## config.mk

```make
export PLATFORM = sky130hd
export DESIGN_NAME = serial_shift_tx
export DESIGN_NICKNAME = d
export VERILOG_FILES = /design/src/rtl/serial_shift_tx.sv
export SDC_FILE = /design/constraint.sdc
export NUM_CORES = 1
export LEC_CHECK = 0
export ABC_AREA = 1
export BUFFER_PORTS_ARGS = -buffer_cell sky130_fd_sc_hd__buf_2
export CORE_AREA = 2 2 39 41
export DETAILED_ROUTE_END_ITERATION = 8
export DIE_AREA = 0 0 41 43
export GPL_TIMING_DRIVEN = 0
export SLEW_MARGIN = 25
export SYNTH_ARGS = -nofsm -noshare
export SYNTH_HDL_FRONTEND = slang
export SYNTH_SLANG_ARGS = --single-unit
export TNS_END_PERCENT = 50
```

## constraint.sdc

```tcl
create_clock -name clk -period 0.8 [get_ports clk]
set_input_delay 0.16 -clock clk [delete_from_list [all_inputs] [get_ports clk]]
set_output_delay 0.16 -clock clk [all_outputs]
set_load 0.01 [all_outputs]
```

## src/rtl/serial_shift_tx.sv

```systemverilog
// Parallel-to-serial transmitter, LSB first; first bit valid one cycle after the load handshake.
// Backpressure: load_ready drops while a word is shifting and while hold freezes the final bit.
module serial_shift_tx #(
  parameter int WIRE = 1
) (
  input  logic            clk,
  input  logic            rst,
  input  logic [WIRE-1:0] data,
  input  logic            load_valid,
  output logic            load_ready,
  input  logic            hold,
  output logic            sout,
  output logic            sout_valid,
  output logic            sout_last
);

  localparam int CW = (WIRE > 1) ? $clog2(WIRE) : 1;
  localparam logic [CW-1:0] LAST = CW'(WIRE - 1);

  typedef enum logic {
    IDLE  = 1'b0,
    SHIFT = 1'b1
  } state_t;

  state_t          state;
  state_t          state_nxt;
  logic [WIRE-1:0] shreg;
  logic [CW-1:0]   cnt;
  logic            at_last;
  logic            load_fire;

  assign at_last   = (cnt == LAST);
  assign load_fire = load_valid & load_ready;

  always_ff @(posedge clk or negedge rst) begin
    if (!rst) begin
      state <= IDLE;
    end else begin
      state <= state_nxt;
    end
  end

  always_comb begin
    state_nxt = state;
    case (state)
      IDLE: begin
        if (load_valid) begin
          state_nxt = SHIFT;
        end
      end
      SHIFT: begin
        // Final bit leaving: chain straight into the next word if one is offered.
        if (!hold && at_last) begin
          state_nxt = load_valid ? SHIFT : IDLE;
        end
      end
      default: state_nxt = IDLE;
    endcase
  end

  always_comb begin
    load_ready = 1'b0;
    sout_valid = 1'b0;
    sout_last  = 1'b0;
    sout       = 1'b0;
    case (state)
      IDLE: begin
        load_ready = 1'b1;
      end
      SHIFT: begin
        load_ready = at_last & ~hold;
        sout_valid = 1'b1;
        sout_last  = at_last;
        sout       = shreg[0];
      end
      default: begin
        load_ready = 1'b0;
      end
    endcase
  end

  always_ff @(posedge clk or negedge rst) begin
    if (!rst) begin
      shreg <= '0;
      cnt   <= '0;
    end else if (load_fire) begin
      shreg <= data;
      cnt   <= '0;
    end else if (state == SHIFT && !hold && !at_last) begin
      shreg <= shreg >> 1;
      cnt   <= cnt + CW'(1);
    end
  end

endmodule

```

==> reports/results.txt <==
Die ar.: 1760 µm²
Vias in the first global route: 155
Synth cell count leaders: 5 x nand2_1, 4 x inv_1, 3 x dfrtp_1, 3 x nor2_1
Lkg Pwr: 0.155 nW
Net Count, Synth: 24
Critical path's slowest cell: dfrtp_1
RSZ-0062 raised after global routing: true
Sink Count: 3
Hold Path Class: in2reg
Share of cells above drive strength 1: 54.3%
Peak VDD IR: 0.438 mV
Clock Power Share: 49.9%
Worst path buffer plus inverter count: 1
# diodes: 0
WL final: 363 µm
CP delay by family, top: flip-flops
Global Route Usage Sum: 4.92%
Async SR Flop Fraction: 100%
Gpl congestion: 0.597
Critical path type: reg2out
CTS tree: yes
Hold WS: 161 ps
Post-DR vias/cell: 3.27
Seq cells post-synth: 3
Max-cap violation count: 0
Routed len/inst: 7.12 µm
CP startpoint: cnt
Status: complete, but fails checks
Violated checks: negative setup slack
Reg2reg start: cnt
Die height: 43 µm
Mean Syn Cell Area: 7.90 µm²
NetSw: 0.137 mW
Crit path max fanout: 3
GRT overflow: 0
Initial antenna violation count: 0
Clock Latency Late Sink: 240 ps
Std-Cell Rows: 14
Post-synth top flop: dfrtp_1
Worst Hold Path Cells: 3
Setup violations, final: 7
Total Power: 0.540 mW
Core area: 1380 µm²
Port bufs: 8
Pint: 0.402 mW
Final Cycle Share: 133%
Ys Warns: 0
Antenna Nets Post-Route: 0
Fin. max-slew vios: 0
Switch share: 25.5%
Initial drt markers: 0
Post-synth EDFFs: 0
R2R setup slack: -160 ps
Last element of the critical path: load_ready
Most frequent cell after synthesis: nand2_1
Sequential share of power: 32.5%
Drt drc: 0
Area leader, netlist: dfrtp_1
Post-synth top area share: 50.0%
Combinational fraction of design power: 17.6%
Worst path depth: 2
F_max: 0.938 GHz
Initial Util: 10.8%
Type of origin of the critical path: flop
Total number of vias: 167
Skew final: 4.85 ps
Hold Path Origin: load_valid
Worst EP required: 640 ps
DR pass1 iterations: 1
Reg2reg path depth: 5
Critical Path End Type: output pin
Synth-to-Final Area Change: 89.2%
H-tree levels: 1
Top post-synthesis cells by area: dfrtp_1 50%, nand2_1 13%, inv_1 10%, nor2_1 7.5%, nand3_2 6.7%
Power per cell area: 1900 nW/µm²
Die X: 41 µm
I/O Pins: 9
TritonCTS buffer count: 3
Bufs on Longest Clock Path: 2
Crit path DAT: 910 ps
Worst setup margin: -266 ps
Clk slew on worst S/H paths: 40 ps
Fillers: 166
Nets: 41
Clock root buffer: clkbuf_4
Post-synth cell types: 8
Cells after Synth: 19
Global-route wire length before repair: 483 µm
Finished Layout Cells: 51
Sequential share of the synthesized area: 50.0%
Post-Syn Area: 150 µm²
Worst-case headroom to the max-slew limit: 90.1%
CP Cell Sequence: o21ai_4, buf_6
Tmin final: 1070 ps
Max incr delay on CP: 410 ps
Inst Count DP: 43
RR Endpoint: shreg
Largest net degree at the start of global routing: 5
Final Hold Fails: 0
Worst-Margin Slew: 149 ps
-- power by group through the flow --
stage                     logic (mW)  registers [mW]  clock network (mW)
after floorplan               0.0393           0.177                   0
after global placement        0.0747           0.177                   0
after detailed placement      0.0760           0.177                   0
after CTS                     0.0904           0.176               0.282
after global routing           0.106           0.177               0.297
final                         0.0950           0.175               0.269
-- state kept, by name, indices dropped and copies added, names as in the netlist --
signal / cells
cnt: 1
state: 1
shreg: 1
-- layout make-up --
cell class | count | area [µm²] | share of cell area (%)
clock buffer | 4 | 26.3 | 9.25
inverter | 4 | 15.0 | 5.29
multi-input combinational | 12 | 67.6 | 23.8
sequential | 3 | 76.3 | 26.9
tap | 16 | 20.0 | 7.05
timing repair buffer | 12 | 78.8 | 27.8
-- placed cells by master, fill, tap and decap left out --
master and instances:
buf_2 7, buf_4 3, buf_6 1, clkbuf_1 1
clkbuf_4 3, dfrtp_1 2, dfrtp_2 1, dlygate4sd3_1 1
inv_1 3, inv_2 1, nand2_1 5, nand2_2 1
nand3_1 1, nand3_2 1, nor2_1 3, o21ai_4 1
-- worst register-to-register path, delay by kind of cell (launching register included) --
| family | cells | cell delay, ps |
|---|---|---|
| compound gates | 1 | 150 |
| flops | 1 | 410 |
| simple gates | 3 | 150 |
| buf+inv | 1 | 140 |
-- logic make-up after synthesis --
kind of cell           share of synthesized area [%]
AND/OR/NAND/NOR                                 34.2
flip-flops                                      50.0
buffers and inverters                           10.0
AO/OA/AOI/OAI                                   5.83
-- timing repair --
| item | in CTS | in global routing |
|---|---|---|
| cloned | 0 | 0 |
| setup endpoints to repair | 7 | 7 |
| hold buffers | 1 | 0 |
| pin swaps | 2 | 1 |
| buffers inserted | 3 | 0 |
| hold endpoints to repair | 3 | 0 |
| resized for setup | 1 | 1 |
-- worst min path at each step --
stage | to | slack [ps]
floorplan | cnt | -140
global placement | shreg | -40
detailed placement | cnt | -40
CTS | state | 160
global route | state | 180
finish | state | 160
-- routing by layer --
layer  global-route usage [%]  vias up  wire, µm
met4                     8.00        0        15
met1                     2.25       70       118
li1                         -       87         -
met2                     7.50        8       206
met5                        0        -         0
met3                     3.14        2        23
-- metrics by stage --
step	setup slack [ps]	util [%]	instance area [µm²]	TNS (ps)
2_1_floorplan	-80.6	-	159	-155
3_3_place_gp	-99.1	15.8	219	-264
3_5_place_dp	-112	15.8	219	-311
4_1_cts	-312	20.1	278	-1410
5_1_grt	-318	20.5	284	-1630
6_report	-266	20.5	284	-1310
Note: power is estimated with default switching activity, not from simulation.
